`config.mk`:
```
export PLATFORM = sky130hd
export DESIGN_NAME = noisy_channel_flat
export DESIGN_NICKNAME = d
export VERILOG_FILES = /design/src/rtl/noisy_channel_pkg.sv /design/src/rtl/noisy_channel_if.sv /design/src/rtl/noisy_channel_lfsr_gen.sv /design/src/rtl/noisy_channel.sv /design/src/flat_wrapper.sv
export SDC_FILE = /design/constraint.sdc
export NUM_CORES = 1
export LEC_CHECK = 0
export CORE_MARGIN = 10
export CORE_UTILIZATION = 45
export CTS_CLUSTER_DIAMETER = 100
export CTS_CLUSTER_SIZE = 25
export DETAILED_ROUTE_END_ITERATION = 8
export GPL_ROUTABILITY_DRIVEN = 0
export PLACE_DENSITY = 0.72
export SLEW_MARGIN = 20
export SYNTH_ARGS = -nofsm -noshare
export SYNTH_HDL_FRONTEND = slang
export SYNTH_SLANG_ARGS = --single-unit
```
`constraint.sdc`:
```
create_clock -name clk -period 8.9 [get_ports clk]
set_input_delay 1.78 -clock clk [delete_from_list [all_inputs] [get_ports clk]]
set_output_delay 1.78 -clock clk [all_outputs]
set_load 0.01 [all_outputs]
```
`src/rtl/noisy_channel_pkg.sv`:
```
// Shared encodings and constants for the noisy channel and its LFSR.
package noisy_channel_pkg;

  typedef enum logic [1:0] {
    MODE_PASS   = 2'd0,
    MODE_ALT    = 2'd1,
    MODE_PERIOD = 2'd2,
    MODE_RAND   = 2'd3
  } mode_e;

  localparam logic [15:0] DEFAULT_SEED = 16'hACE1;

  // Taps at bits 0,2,3,5: x^16+x^14+x^13+x^11+1 in right-shifting Fibonacci form
  localparam logic [15:0] LFSR_TAPS = 16'h002D;

endpackage

```
`src/rtl/noisy_channel_if.sv`:
```
// Valid/ready stream, run-time policy and statistics of the noisy channel.
interface noisy_channel_if #(
  parameter int DATA_W = 10,
  parameter int CNT_W  = 16
);
  import noisy_channel_pkg::*;

  logic              in_valid;
  logic              in_ready;
  logic [DATA_W-1:0] din;
  mode_e             mode;
  logic [7:0]        period;
  logic [7:0]        threshold;
  logic              out_valid;
  logic              out_ready;
  logic [DATA_W-1:0] dout;
  logic              out_corrupt;
  logic [CNT_W-1:0]  word_cnt;
  logic [CNT_W-1:0]  err_cnt;

  modport master (
    output in_valid, din, mode, period, threshold, out_ready,
    input  in_ready, out_valid, dout, out_corrupt, word_cnt, err_cnt
  );

  modport slave (
    input  in_valid, din, mode, period, threshold, out_ready,
    output in_ready, out_valid, dout, out_corrupt, word_cnt, err_cnt
  );

endinterface

```
`src/rtl/noisy_channel_lfsr_gen.sv`:
```
// Fibonacci LFSR stepping once per enable; a zero seed is forced to 1 to avoid lock-up.
module lfsr_gen
  import noisy_channel_pkg::*;
#(
  parameter int                LFSR_W = 16,
  parameter logic [LFSR_W-1:0] SEED   = LFSR_W'(DEFAULT_SEED)
) (
  input  logic              clk,
  input  logic              rst,
  input  logic              en,
  output logic [LFSR_W-1:0] state
);

  localparam logic [LFSR_W-1:0] TAPS    = LFSR_W'(LFSR_TAPS);
  localparam logic [LFSR_W-1:0] RST_VAL = (SEED == {LFSR_W{1'b0}}) ?
                                          {{(LFSR_W-1){1'b0}}, 1'b1} : SEED;

  logic [LFSR_W-1:0] r_state;
  logic              w_fb;

  assign w_fb  = ^(r_state & TAPS);
  assign state = r_state;

  // LFSR state register
  always_ff @(posedge clk) begin
    if (rst) begin
      r_state <= RST_VAL;
    end else if (en) begin
      r_state <= {w_fb, r_state[LFSR_W-1:1]};
    end else begin
      r_state <= r_state;
    end
  end

endmodule

```
`src/rtl/noisy_channel.sv`:
```
// One-word pipelined channel that overwrites the low bits of selected words with LFSR noise.
module noisy_channel
  import noisy_channel_pkg::*;
#(
  parameter int                DATA_W = 10,
  parameter int                KEEP_W = 3,
  parameter int                LFSR_W = 16,
  parameter logic [LFSR_W-1:0] SEED   = LFSR_W'(DEFAULT_SEED),
  parameter int                CNT_W  = 16
) (
  input  logic             clk,
  input  logic             rst,
  noisy_channel_if.slave   bus
);

  localparam logic [DATA_W-1:0] LOW_MASK = {DATA_W{1'b1}} >> KEEP_W;
  localparam logic [CNT_W-1:0]  CNT_MAX  = {CNT_W{1'b1}};

  logic [LFSR_W-1:0] w_lfsr;
  logic              w_in_ready;
  logic              w_accept;
  logic [7:0]        w_per_last;
  logic              w_per_hit;
  logic              w_corrupt;
  logic [DATA_W-1:0] w_noisy;

  logic              r_out_valid;
  logic [DATA_W-1:0] r_dout;
  logic              r_out_corrupt;
  logic              r_alt_toggle;
  logic [7:0]        r_per_cnt;
  logic [CNT_W-1:0]  r_word_cnt;
  logic [CNT_W-1:0]  r_err_cnt;

  lfsr_gen #(.LFSR_W(LFSR_W), .SEED(SEED)) u_lfsr (
    .clk   (clk),
    .rst   (rst),
    .en    (w_accept),
    .state (w_lfsr)
  );

  assign w_in_ready = !r_out_valid || bus.out_ready;
  assign w_accept   = bus.in_valid && w_in_ready;
  // ">=" rather than "==" so a shrinking period fires on the next word instead of waiting for wrap
  assign w_per_last = (bus.period == 8'd0) ? 8'd0 : bus.period - 8'd1;
  assign w_per_hit  = (r_per_cnt >= w_per_last);
  assign w_noisy    = (bus.din & ~LOW_MASK) | (DATA_W'(w_lfsr) & LOW_MASK);

  // Corruption decision from pre-edge policy state
  always_comb begin
    w_corrupt = 1'b0;
    case (bus.mode)
      MODE_PASS:   w_corrupt = 1'b0;
      MODE_ALT:    w_corrupt = r_alt_toggle;
      MODE_PERIOD: w_corrupt = w_per_hit;
      MODE_RAND:   w_corrupt = (w_lfsr[7:0] < bus.threshold);
      default:     w_corrupt = 1'b0;
    endcase
  end

  // Output register: load on accept, empty on drain, otherwise hold
  always_ff @(posedge clk) begin
    if (rst) begin
      r_out_valid   <= 1'b0;
      r_dout        <= {DATA_W{1'b0}};
      r_out_corrupt <= 1'b0;
    end else if (w_accept) begin
      r_out_valid   <= 1'b1;
      r_dout        <= w_corrupt ? w_noisy : bus.din;
      r_out_corrupt <= w_corrupt;
    end else if (bus.out_ready) begin
      r_out_valid   <= 1'b0;
    end else begin
      r_out_valid   <= r_out_valid;
    end
  end

  // Policy state advances on every accepted word whatever the current mode
  always_ff @(posedge clk) begin
    if (rst) begin
      r_alt_toggle <= 1'b0;
      r_per_cnt    <= 8'd0;
    end else if (w_accept) begin
      r_alt_toggle <= ~r_alt_toggle;
      r_per_cnt    <= w_per_hit ? 8'd0 : r_per_cnt + 8'd1;
    end else begin
      r_alt_toggle <= r_alt_toggle;
    end
  end

  // Saturating statistics
  always_ff @(posedge clk) begin
    if (rst) begin
      r_word_cnt <= {CNT_W{1'b0}};
      r_err_cnt  <= {CNT_W{1'b0}};
    end else begin
      if (w_accept && (r_word_cnt != CNT_MAX)) begin
        r_word_cnt <= r_word_cnt + {{(CNT_W-1){1'b0}}, 1'b1};
      end
      if (w_accept && w_corrupt && (r_err_cnt != CNT_MAX)) begin
        r_err_cnt <= r_err_cnt + {{(CNT_W-1){1'b0}}, 1'b1};
      end
    end
  end

  assign bus.in_ready    = w_in_ready;
  assign bus.out_valid   = r_out_valid;
  assign bus.dout        = r_dout;
  assign bus.out_corrupt = r_out_corrupt;
  assign bus.word_cnt    = r_word_cnt;
  assign bus.err_cnt     = r_err_cnt;

endmodule

```
`src/flat_wrapper.sv`:
```
// flat-port wrapper written by rule: the top's interface ports become plain ports
module noisy_channel_flat import noisy_channel_pkg::*;
#(
  parameter int                DATA_W = 10,
  parameter int                KEEP_W = 3,
  parameter int                LFSR_W = 16,
  parameter logic [LFSR_W-1:0] SEED   = LFSR_W'(DEFAULT_SEED),
  parameter int                CNT_W  = 16
)
  (clk, rst, bus_in_valid, bus_din, bus_mode, bus_period, bus_threshold, bus_out_ready, bus_in_ready, bus_out_valid, bus_dout, bus_out_corrupt, bus_word_cnt, bus_err_cnt);
  noisy_channel_if #(.DATA_W(DATA_W), .CNT_W(CNT_W)) bus_i ();
  input  logic clk;
  input  logic rst;
  input wire logic [$bits(bus_i.in_valid)-1:0] bus_in_valid;
  input wire logic [$bits(bus_i.din)-1:0] bus_din;
  input wire logic [$bits(bus_i.mode)-1:0] bus_mode;
  input wire logic [$bits(bus_i.period)-1:0] bus_period;
  input wire logic [$bits(bus_i.threshold)-1:0] bus_threshold;
  input wire logic [$bits(bus_i.out_ready)-1:0] bus_out_ready;
  output wire logic [$bits(bus_i.in_ready)-1:0] bus_in_ready;
  output wire logic [$bits(bus_i.out_valid)-1:0] bus_out_valid;
  output wire logic [$bits(bus_i.dout)-1:0] bus_dout;
  output wire logic [$bits(bus_i.out_corrupt)-1:0] bus_out_corrupt;
  output wire logic [$bits(bus_i.word_cnt)-1:0] bus_word_cnt;
  output wire logic [$bits(bus_i.err_cnt)-1:0] bus_err_cnt;
  assign bus_i.in_valid = bus_in_valid;
  assign bus_i.din = bus_din;
  assign bus_i.mode = bus_mode;
  assign bus_i.period = bus_period;
  assign bus_i.threshold = bus_threshold;
  assign bus_i.out_ready = bus_out_ready;
  assign bus_in_ready = bus_i.in_ready;
  assign bus_out_valid = bus_i.out_valid;
  assign bus_dout = bus_i.dout;
  assign bus_out_corrupt = bus_i.out_corrupt;
  assign bus_word_cnt = bus_i.word_cnt;
  assign bus_err_cnt = bus_i.err_cnt;
  noisy_channel #(.DATA_W(DATA_W), .KEEP_W(KEEP_W), .LFSR_W(LFSR_W), .SEED(SEED), .CNT_W(CNT_W)) u_core (.clk(clk), .rst(rst), .bus(bus_i));
endmodule
```
; ---- Word level (Yosys, flattened, before mapping)
; Index checks and enable logic that the tools add are counted.
[totals]
out_inout_bits = 45
wordCells = 37
regBits = 69
rom_bits = 0
memories = 0
latchBits = 0
ram_bits = 0
[op_classes]
magnitude_cmp = 2
bitwise = 2
n_div = 0
n_shift = 0
n_eq_ne = 5
n_reduce_logical = 10
add_sub_neg = 4
muxes = 6
multipliers = 0
[op_table]
columns = operator, count
row1 = "adder 16 x 1 -> 16 bit, second input constant", 2
row2 = "!= test 16 bit, second input constant", 2
row3 = 2-to-1 mux 8 bit, 2
row4 = XOR reduction 16 bit, 1
row5 = 2-to-1 mux 10 bit, 1
row6 = OR 10 x 7 -> 10 bit, 1
row7 = "adder 8 x 1 -> 8 bit, second input constant", 1
row8 = greater-or-equal comparator 8 bit, 1
row9 = logical NOT 8 bit, 1
row10 = < comparator 8 bit, 1
row11 = "subtractor 8 x 1 -> 8 bit, second input constant", 1
row12 = "equality test 2 bit, second input constant", 2
row13 = logical AND 1 bit, 4
row14 = one-hot mux 1 bit (4 select lines), 1
row15 = "equality test 2 x 1 -> 1 bit, second input constant", 1
row16 = logical NOT 2 bit, 1
row17 = 2-to-1 mux 1 bit, 2
row18 = nonzero test 2 bit, 1
row19 = logical NOT 1 bit, 1
row20 = logical OR 1 bit, 1
row21 = inverter 1 bit, 1

; ---- Depth between registers and ports, before layout
; Gate-level depths: netlist of the first run.
[depth]
ltp_word = 6
mapped_depth = 14
depth_no_buf = 13

; ---- Modules after synthesis
; A second synthesis of the first run with hierarchy kept.
[hier_totals]
hier_cells = 403
hier_area_um2 = 3552.2
[by_module_without_submodules]
columns = module, cells_each, area_each_um2, n_inst
row1 = noisy_channel, 348, 2952.8, 1
row2 = lfsr_gen, 55, 599.3, 1

; ---- Least setup slack after synthesis of the first run
; Ideal clock, no wire load.
[synth_path]
path_kind = input -> register
startpoint = in bus_period[0]
endpoint = reg u_core.r_err_cnt[10] (netlist: u_core.bus.err_cnt[10])
path_slack_ns = 4.403
cell_stages = 14
arrival_time_ns = 4.374
setup_ns = 0.123
path_cell_list = inv_1 > ha_1 > nor2b_1 > nand3b_1 > or3_1 > o21ai_0 > ha_1 > a211oi_1 > o21ai_0 > a211o_1 > o2111a_1 > buf_6 > and4bb_1 > mux2_1
[synth_between]
elab_chain_len = 6
elab_cells_between_ends = 7
[synth_lines]
columns = item, line
row1 = from (decl), flat_wrapper.sv:17  ; input wire logic [$bits(bus_i.period)-1:0] bus_period;
row2 = subtractor 8 x 1 -> 8 bit / logical NOT 8 bit (equally long branches), noisy_channel.sv:45  ; assign w_per_last = (bus.period == 8'd0) ? 8'd0 : bus.period - 8'd1;
row3 = 2-to-1 mux 8 bit (*), noisy_channel.sv:45
row4 = greater-or-equal comparator 8 bit (*), noisy_channel.sv:46  ; assign w_per_hit = (r_per_cnt >= w_per_last);
row5 = one-hot mux 1 bit (4 select lines) (*), noisy_channel.sv:52  ; case (bus.mode)
row6 = logical AND 1 bit (*) (2 in series), noisy_channel.sv:100  ; if (w_accept && w_corrupt && (r_err_cnt != CNT_MAX)) begin
row7 = to (signal assigned), noisy_channel.sv:95  ; r_err_cnt <= {CNT_W{1'b0}};
row8 = to (signal assigned), noisy_channel.sv:101  ; r_err_cnt <= r_err_cnt + {{(CNT_W-1){1'b0}}, 1'b1};
row9 = to (decl), noisy_channel.sv:33  ; logic [CNT_W-1:0] r_err_cnt;
; Every way passes the cells marked *; elsewhere a longest branch is shown, timed or not.
; A chain may end at the register's enable or synchronous reset.

; ---- Worst setup path in the final report of the first run
; Same ends and word-level chain as after synthesis.

==> flow_summary.json, run 1 <==
{
  "status": "complete, no violations",
  "seqPwrFrac_pct": 49.0,
  "maxCapViolations": 0,
  "synth_ff_type": "dfxtp_1",
  "relSlewSlack_pct": 39.9,
  "p_leak_uw": 0.00177,
  "tns_ns": 0,
  "slew_violations": 0,
  "critPathTopFamily": "compound AO/OA/AOI/OAI gates",
  "core_area_um2": 7730,
  "max_freq_mhz": 198,
  "final_common_cell": "clkdlybuf4s50_1",
  "switching_share_pct": 25.8,
  "detail_route.wl_per_cell_um": 14.5,
  "ctsHoldBuffers": 0,
  "hold_viol": 0,
  "grt_setup_unrepaired": "no",
  "row_count": 32,
  "ioPinCount": 77,
  "arrival_ns": 5.27,
  "setup_violations": 0,
  "cts.path.max_buffers": 2,
  "ys_ff_latch": 69,
  "finalCriticalPeriod_ns": 5.05,
  "first_global_vias": 3168,
  "cts_tree": "done",
  "die_w_um": 109,
  "crit_type": "input port to register",
  "critPathMaxFanout": 10,
  "combPwrFrac_pct": 13.0,
  "clk-insertion-delay-late_ns": 0.35,
  "cp-end-kind": "register",
  "reg2reg_slack_ns": 6.41,
  "vias": 3203,
  "syn-num-nets": 478,
  "grt_pass1_wl_um": 14800,
  "timing.hold.ws_ns": 0.452,
  "numCtsBuffers": 9,
  "syn-cell-area_um2": 3570,
  "ys_seq_area_share_pct": 38.7,
  "crit_required_ns": 9.13,
  "syn_avg_cell_area_um2": 8.37,
  "h-tree-depth": 3,
  "power.total_uw": 673,
  "io_buffers": 76,
  "drt_iter0_drc": 145,
  "p_switching_uw": 173,
  "stdcell_area_um2": 4590,
  "drt.antenna.violating_nets": 0,
  "layout-drive-gt1-share_pct": 7.16,
  "cp-start-kind": "input port",
  "die_h_um": 109,
  "dpl.hpwl_um": 6300,
  "critPathMaxStageDelay_ns": 0.42,
  "tightest_slew_ns": 0.890,
  "post-cts-setup-buffer-count": 0,
  "final_nets": 549,
  "grt_usage_pct": 15.2,
  "path_buf_inv": 2,
  "drtPass1Iterations": 4,
  "post_dp_cell_area_um2": 4390,
  "intPower_uw": 500,
  "powerDensity_nw_per_um2": 147,
  "die_area_um2": 11900,
  "cts-resized-gates": 0,
  "antenna_found_initial": 0,
  "root_buffer": "clkbuf_8",
  "finClkSkew_ns": 0.00896,
  "yosys_warnings": 0,
  "overflow": 0,
  "start_util_pct": 46.2,
  "via_per_inst": 5.29,
  "yosysUniqueCellTypes": 51,
  "clk_pin_slew_ns": 0.08,
  "vdd_drop_max_uv": 91.8,
  "cpMaxStageDelayCell": "or3_1",
  "hp-class": "register to register",
  "final_cell_mix": "clkdlybuf4s50_1 (75), dfxtp_1 (69), nand2_1 (58)",
  "routed_wl_um": 8800,
  "cts_num_sinks": 69,
  "drcViolationCount": 0,
  "crit_chain": "clkdlybuf4s50_1 -> inv_1 -> ha_1 -> nor2b_1 -> nand3b_1 -> or3_1 -> o21ai_0 -> ha_1 -> a211oi_1 -> o21ai_0 -> a211o_1 -> o2111a_1 -> and4bb_1 -> mux2_1",
  "fin_crit_sh_pct": 56.7,
  "synthToLayoutAreaGrowth_pct": 28.5,
  "n_antenna_cell": 0,
  "synth_edf_count": 0,
  "grt_max_degree": 72,
  "clkPwrFrac_pct": 38.0,
  "syn_inst": 427,
  "async_flop_share_pct": 0
}
registers in the layout, indices dropped and copies added, names as in the netlist:
name and flops:
u_core.bus.err_cnt 16, u_core.bus.word_cnt 16, u_core.bus.dout 10, u_core.r_alt_toggle 1, u_core.r_per_cnt 8, u_core.bus.out_corrupt 1
u_core.u_lfsr.state 16, u_core.bus.out_valid 1
routing by layer:
layer | global-route usage, % | routed length (um) | part of all wire, % | up-vias
li1 | - | - | - | 1628
met1 | 16.4 | 3550 | 40 | 1505
met2 | 27.0 | 4550 | 52 | 59
met3 | 5.31 | 559 | 6.4 | 11
met4 | 4.90 | 144 | 1.6 | 0
met5 | 0 | 0 | 0 | -
power groups by stage:
| stage | logic (uW) | clock network, uW | registers, uW |
|---|---|---|---|
| finish | 87.4 | 256 | 330 |
| CTS | 88.3 | 263 | 330 |
| floorplan | 49.7 | 0 | 337 |
| global route | 98.0 | 275 | 332 |
| global placement | 84.8 | 0 | 337 |
| detailed placement | 87.2 | 0 | 337 |
synth_stat cells (9+ instances only):
| cell type | number | area [um^2] |
|---|---|---|
| ha_1 | 19 | 238 |
| nand2_1 | 58 | 218 |
| inv_1 | 18 | 67.6 |
| xor2_1 | 17 | 149 |
| nor2b_1 | 11 | 68.8 |
| nand3_1 | 11 | 55.1 |
| a21oi_1 | 27 | 135 |
| nand4_1 | 12 | 75.1 |
| clkbuf_1 | 12 | 45.0 |
| dfxtp_1 | 69 | 1380 |
| nor2_1 | 54 | 203 |
| a211oi_1 | 10 | 75.1 |
| mux2i_1 | 9 | 90.1 |
| xnor2_1 | 11 | 96.3 |
worst paths after layout:
path / from / to / depth (start not counted)
min reg2reg: u_core.u_lfsr.state[13]$_SDFFE_PP1P_ / u_core.u_lfsr.state[12]$_SDFFE_PP0P_ / 2
min: u_core.u_lfsr.state[13]$_SDFFE_PP1P_ / u_core.u_lfsr.state[12]$_SDFFE_PP0P_ / 2
max: bus_period[0] / u_core.bus.err_cnt[10]$_SDFFE_PP0P_ / 14
max reg2reg: u_core.u_lfsr.state[5]$_SDFFE_PP1P_ / u_core.bus.err_cnt[10]$_SDFFE_PP0P_ / 7
kinds of logic after synthesis:
kind of cell               Yosys count  synth area share [%]
xor gates and xnor gates            28                  6.87
and+or+nand+nor                    195                  27.3
buffers and inverters               37                  4.38
AOI/OAI and AO/OA                   62                  11.1
muxes                               17                  5.04
DFF                                 69                  38.7
adders and majority gates           19                  6.66
cell type report:
cell class,instances,area [um^2]
flip-flops and latches,69,1380
clock buffers,10,138
inverters,18,67.6
well taps,102,128
fillers,697,3140
clock inverters,6,62.6
multi-input cells,321,2030
repair buffers,79,778
tightest hold or removal path: cells and delay by family (launching register included):
| family | cells | cell delay (ns) |
|---|---|---|
| DFF | 1 | 0.31 |
| and+or+nand+nor | 1 | 0.05 |
| AOI/OAI and AO/OA | 1 | 0.05 |
per-stage QoR:
step                cells  setup slack (ns)  util [%]
CTS                   605              3.91      59.4
detailed placement    589              3.56      56.8
finish                605              3.85      59.4
global placement      589              3.75      56.8
floorplan             427              4.40         -
global route          605              3.67      59.4
No activity file was read; power rests on OpenSTA's default activity.
==> run 2: changes to the inputs <==
Settings changed: PLACE_DENSITY 0.72 to 0.75.
Clock period 8.9 ns to 4.6 ns, I/O delays scaled along.
==> run 2 against run 1 <==
Against the previous run:
- sequential power grew 93%
- via count grew 0.25%
- worst setup slack lost 3.3 ns
- routed wire length shrank 0.17%
- flip-flop and latch count is the same
- global-route usage shrank 0.32 points
- final cell count is the same
- final area shrank 0.30%
- sequential share of layout area grew 0.091 points
==> flow_summary.json, run 2 (synthesized netlist as in run 1, its figures left out) <==
{
  "status": "complete, no violations",
  "antenna_found_initial": 0,
  "critPathMaxFanout": 10,
  "met1_length_um": 3720,
  "detail_route.wl_per_cell_um": 14.5,
  "routed-wl-met3_um": 681,
  "crit_required_ns": 4.83,
  "setup_violations": 0,
  "cp-start-kind": "input port",
  "slew_violations": 0,
  "drcViolationCount": 0,
  "ioPinCount": 77,
  "finalCriticalPeriod_ns": 4.07,
  "crit_chain": "clkdlybuf4s50_1 -> inv_1 -> ha_1 -> nor2b_1 -> nand3b_1 -> or3_1 -> o21ai_0 -> ha_1 -> a211oi_1 -> o21ai_0 -> a211o_1 -> o2111a_1 -> and4bb_1 -> mux2_1",
  "clk-insertion-delay-late_ns": 0.34,
  "layout-drive-gt1-share_pct": 6.96,
  "routed_wl_um": 8790,
  "vias": 3211,
  "root_buffer": "clkbuf_8",
  "dpl.hpwl_um": 6500,
  "row_count": 32,
  "grt_max_degree": 49,
  "drtPass1Iterations": 4,
  "maxCapViolations": 0,
  "reg2reg_slack_ns": 2.13,
  "grt_pass1_wl_um": 14500,
  "final_util_pct": 59.2,
  "cts_tree": "done",
  "max_freq_mhz": 246,
  "tns_ns": 0,
  "crit_path_end": "u_core.bus.err_cnt[10]$_SDFFE_PP0P_",
  "tightest_slew_ns": 0.996,
  "cts-resized-gates": 0,
  "h-tree-depth": 3,
  "n_antenna_cell": 0,
  "ctsHoldBuffers": 0,
  "cts_num_sinks": 69,
  "start_util_pct": 46.2,
  "crit_type": "input port to register",
  "multi_input_area_um2": 2030,
  "crit_start": "bus_period[0]",
  "final.fill_count": 684,
  "finClkSkew_ns": 0.0126,
  "die_h_um": 109,
  "final_cell_mix": "clkdlybuf4s50_1 (75), dfxtp_1 (69), nand2_1 (58)",
  "synthToLayoutAreaGrowth_pct": 28.1,
  "core_area_um2": 7730,
  "timing.hold.ws_ns": 0.460,
  "route.met2.wl_um": 4290,
  "hp-class": "register to register",
  "critPathMaxStageDelay_ns": 0.41,
  "reg2reg_depth": 8,
  "cts.path.max_buffers": 2,
  "cp-end-kind": "register",
  "fin_crit_sh_pct": 88.5,
  "final_common_cell": "clkdlybuf4s50_1",
  "regArea_um2": 1380,
  "die_area_um2": 11900,
  "relSlewSlack_pct": 32.7,
  "grt_setup_unrepaired": "no",
  "r2r-end": "u_core.bus.err_cnt[8]$_SDFFE_PP0P_",
  "hold_viol": 0,
  "hp-start": "u_core.bus.dout[9]$_SDFFE_PP0P_",
  "die_w_um": 109,
  "final_nets": 550,
  "via_per_inst": 5.31,
  "io_buffers": 76,
  "grt_usage_pct": 14.8,
  "clk_pin_slew_ns": 0.08,
  "vdd_drop_max_uv": 185,
  "top_layer": "met4",
  "overflow": 0,
  "powerDensity_nw_per_um2": 270,
  "cpMaxStageDelayCell": "clkdlybuf4s50_1",
  "drt.antenna.violating_nets": 0,
  "p_leak_uw": 0.00176,
  "regToRegStartpoint": "u_core.u_lfsr.state[5]$_SDFFE_PP1P_",
  "drt_iter0_drc": 144,
  "numCtsBuffers": 9,
  "post-cts-setup-buffer-count": 0,
  "arrival_ns": 4.30,
  "first_global_vias": 3106
}
==> run 2: stage by stage <==
step                instances  instance area (um^2)  total power, uW  setup slack (ns)
finish                    605                  4580             1240             0.528
global route              605                  4580             1300             0.271
CTS                       605                  4580             1250             0.576
detailed placement        590                  4410              824             0.219
global placement          590                  4410              819             0.316
floorplan                 427                  3570              748             0.963
==> run 2: power breakdown <==
part	switching (uW)	total, uW	internal (uW)
clock	233	428	194
sequential	18.8	638	620
combinational	85.2	171	86.0
total	337	1240	900
==> run 2: area by class of cell <==
cell class              instances  area share (%)
inverters                      18            1.48
repair buffers                 80            17.4
multi-input cells             321            44.5
flip-flops and latches         69            30.2
clock buffers                  10            2.79
well taps                     102            2.79
clock inverters                 5           0.848
==> run 2: worst max-delay path, delay by kind of cell <==
family                     cells  cell delay [ns]
buffers and inverters          2             0.49
adders and majority gates      2             0.43
AOI/OAI and AO/OA              5             1.07
and+or+nand+nor                4             1.07
muxes                          1             0.30
==> run 2: routing by layer <==
metal  up-vias  GRT usage, %
met5         -             0
met4         0          4.71
met3         6          5.43
met2        73          25.0
met1      1505          17.1
li1       1627             -
==> run 2: how the worst min path moves through the flow <==
stage	cells after the start	to
floorplan	2	u_core.u_lfsr.state[12]$_SDFFE_PP0P_
global placement	2	u_core.u_lfsr.state[9]$_SDFFE_PP0P_
detailed placement	2	u_core.u_lfsr.state[9]$_SDFFE_PP0P_
CTS	2	u_core.bus.dout[9]$_SDFFE_PP0P_
global route	2	u_core.bus.dout[8]$_SDFFE_PP0P_
finish	2	u_core.bus.dout[9]$_SDFFE_PP0P_
==> run 3: changes to the inputs <==
Settings changed: CORE_MARGIN 10 to 2.
==> run 3 against run 2 <==
Against the previous run:
- clock power up 8.6%
- final area grew 0.27%
- routed wire length shrank 7.8%
- final cell count shrank 0.17%
- sequential share of layout area down 0.082 points
- count of clock-buffer cells in the layout unchanged
- via count fell by 0.56%
- worst setup slack improved by 0.034 ns
- total power up 3.0%
- utilization is 0.16 points higher
- largest power group unchanged
- register-to-register slack hardly changed
==> flow_summary.json, run 3 (synthesized netlist as in run 1, its figures left out) <==
{
  "final.fill_count": 702,
  "arrival_ns": 4.27,
  "numCtsBuffers": 9,
  "first_global_vias": 3104,
  "root_buffer": "clkbuf_8",
  "final_nets": 550,
  "routed_wl_um": 8100,
  "status": "complete, no violations",
  "maxCapViolations": 0,
  "die_area_um2": 8670,
  "die_w_um": 93.1,
  "drtPass1Iterations": 4,
  "critPathMaxFanout": 10,
  "drt.antenna.violating_nets": 0,
  "finalCriticalPeriod_ns": 4.04,
  "synthToLayoutAreaGrowth_pct": 28.4,
  "crit_type": "input port to register",
  "crit_chain": "clkdlybuf4s50_1 -> inv_1 -> ha_1 -> nor2b_1 -> nand3b_1 -> or3_1 -> o21ai_0 -> ha_1 -> a211oi_1 -> o21ai_0 -> a211o_1 -> o2111a_1 -> and4bb_1 -> mux2_1",
  "tightest_slew_ns": 0.942,
  "via_per_inst": 5.29,
  "slew_violations": 0,
  "overflow": 0,
  "cts.path.max_buffers": 2,
  "cts-resized-gates": 0,
  "cts_num_sinks": 69,
  "min_path_cells": 2,
  "grt_max_degree": 39,
  "grt_usage_pct": 19.7,
  "crit_required_ns": 4.84,
  "cpMaxStageDelayCell": "clkdlybuf4s50_1",
  "clk-insertion-delay-late_ns": 0.34,
  "final_common_cell": "clkdlybuf4s50_1",
  "grt_setup_unrepaired": "no",
  "h-tree-depth": 3,
  "die_h_um": 93.1,
  "cts_tree": "done",
  "vdd_drop_max_uv": 223,
  "clk_pin_slew_ns": 0.07,
  "max_freq_mhz": 248,
  "row_count": 32,
  "layout-drive-gt1-share_pct": 6.77,
  "hold_viol": 0,
  "dpl.hpwl_um": 5810,
  "powerDensity_nw_per_um2": 278,
  "multi_input_area_um2": 2030,
  "finClkSkew_ns": 0.00718,
  "post-cts-setup-buffer-count": 0,
  "p_leak_uw": 0.00177,
  "vias": 3193,
  "layout_setup_ws_ns": 0.561,
  "drcViolationCount": 0,
  "io_buffers": 76,
  "grt_pass1_wl_um": 13800,
  "fin_crit_sh_pct": 87.8,
  "reg2reg_depth": 8,
  "cp-start-kind": "input port",
  "core_area_um2": 7730,
  "detail_route.wl_per_cell_um": 13.4,
  "cp-end-kind": "register",
  "drt_iter0_drc": 185,
  "n_antenna_cell": 0,
  "setup_violations": 0,
  "regArea_um2": 1380,
  "final_cell_mix": "clkdlybuf4s50_1 (75), dfxtp_1 (69), nand2_1 (58)",
  "hp-class": "register to register",
  "ioPinCount": 77,
  "place_ws_ns": 0.213,
  "relSlewSlack_pct": 36.4,
  "critPathMaxStageDelay_ns": 0.42,
  "tns_ns": 0,
  "ctsHoldBuffers": 0,
  "start_util_pct": 46.2,
  "antenna_found_initial": 0
}
## run 3: cell type report
type | instances | share of cell area, %
clock buffer | 10 | 2.78
clock inverter | 4 | 1.12
timing repair buffer | 80 | 17.4
inverter | 18 | 1.47
sequential | 69 | 30.1
multi-input combinational | 321 | 44.3
tap | 102 | 2.78
## run 3: worst max-delay path: cells and delay by family
kind,cells,cell delay [ns]
compound gates,5,1.08
buf+inv,2,0.50
mux,1,0.30
simple gates,4,1.05
fa+ha+maj,2,0.42
## run 3: final timing paths
| path | start | endpoint | slack (ns) |
|---|---|---|---|
| worst max-delay path | bus_period[0] | u_core.bus.err_cnt[10]$_SDFFE_PP0P_ | 0.56 |
| worst min-delay path | u_core.u_lfsr.state[10]$_SDFFE_PP1P_ | u_core.u_lfsr.state[9]$_SDFFE_PP0P_ | 0.45 |
| worst max register to register | u_core.u_lfsr.state[5]$_SDFFE_PP1P_ | u_core.bus.err_cnt[8]$_SDFFE_PP0P_ | 2.12 |
| worst min register to register | u_core.u_lfsr.state[10]$_SDFFE_PP1P_ | u_core.u_lfsr.state[9]$_SDFFE_PP0P_ | 0.45 |
## run 3: per-stage QoR
step	util, %	area [um^2]	total power, uW	hold slack, ns	instances
3_3_place_gp	57.1	4410	818	0.441	590
2_1_floorplan	-	3570	748	0.432	427
6_report	59.4	4590	1270	0.453	604
5_1_grt	59.4	4590	1330	0.479	604
3_5_place_dp	57.1	4410	823	0.447	590
4_1_cts	59.4	4590	1290	0.455	604
## run 3: where the power goes
| group | internal (uW) | switching (uW) | total (uW) |
|---|---|---|---|
| Clock | 244 | 221 | 465 |
| Sequential | 620 | 18.4 | 638 |
| Combinational | 86.2 | 85.2 | 171 |
## run 3: layer usage
metal	vias up	global-route usage (%)	wire length [um]
met1	1478	24.9	3850
met2	65	32.4	3750
li1	1638	-	-
met5	-	0	0
met4	0	5.64	131
met3	12	6.20	378
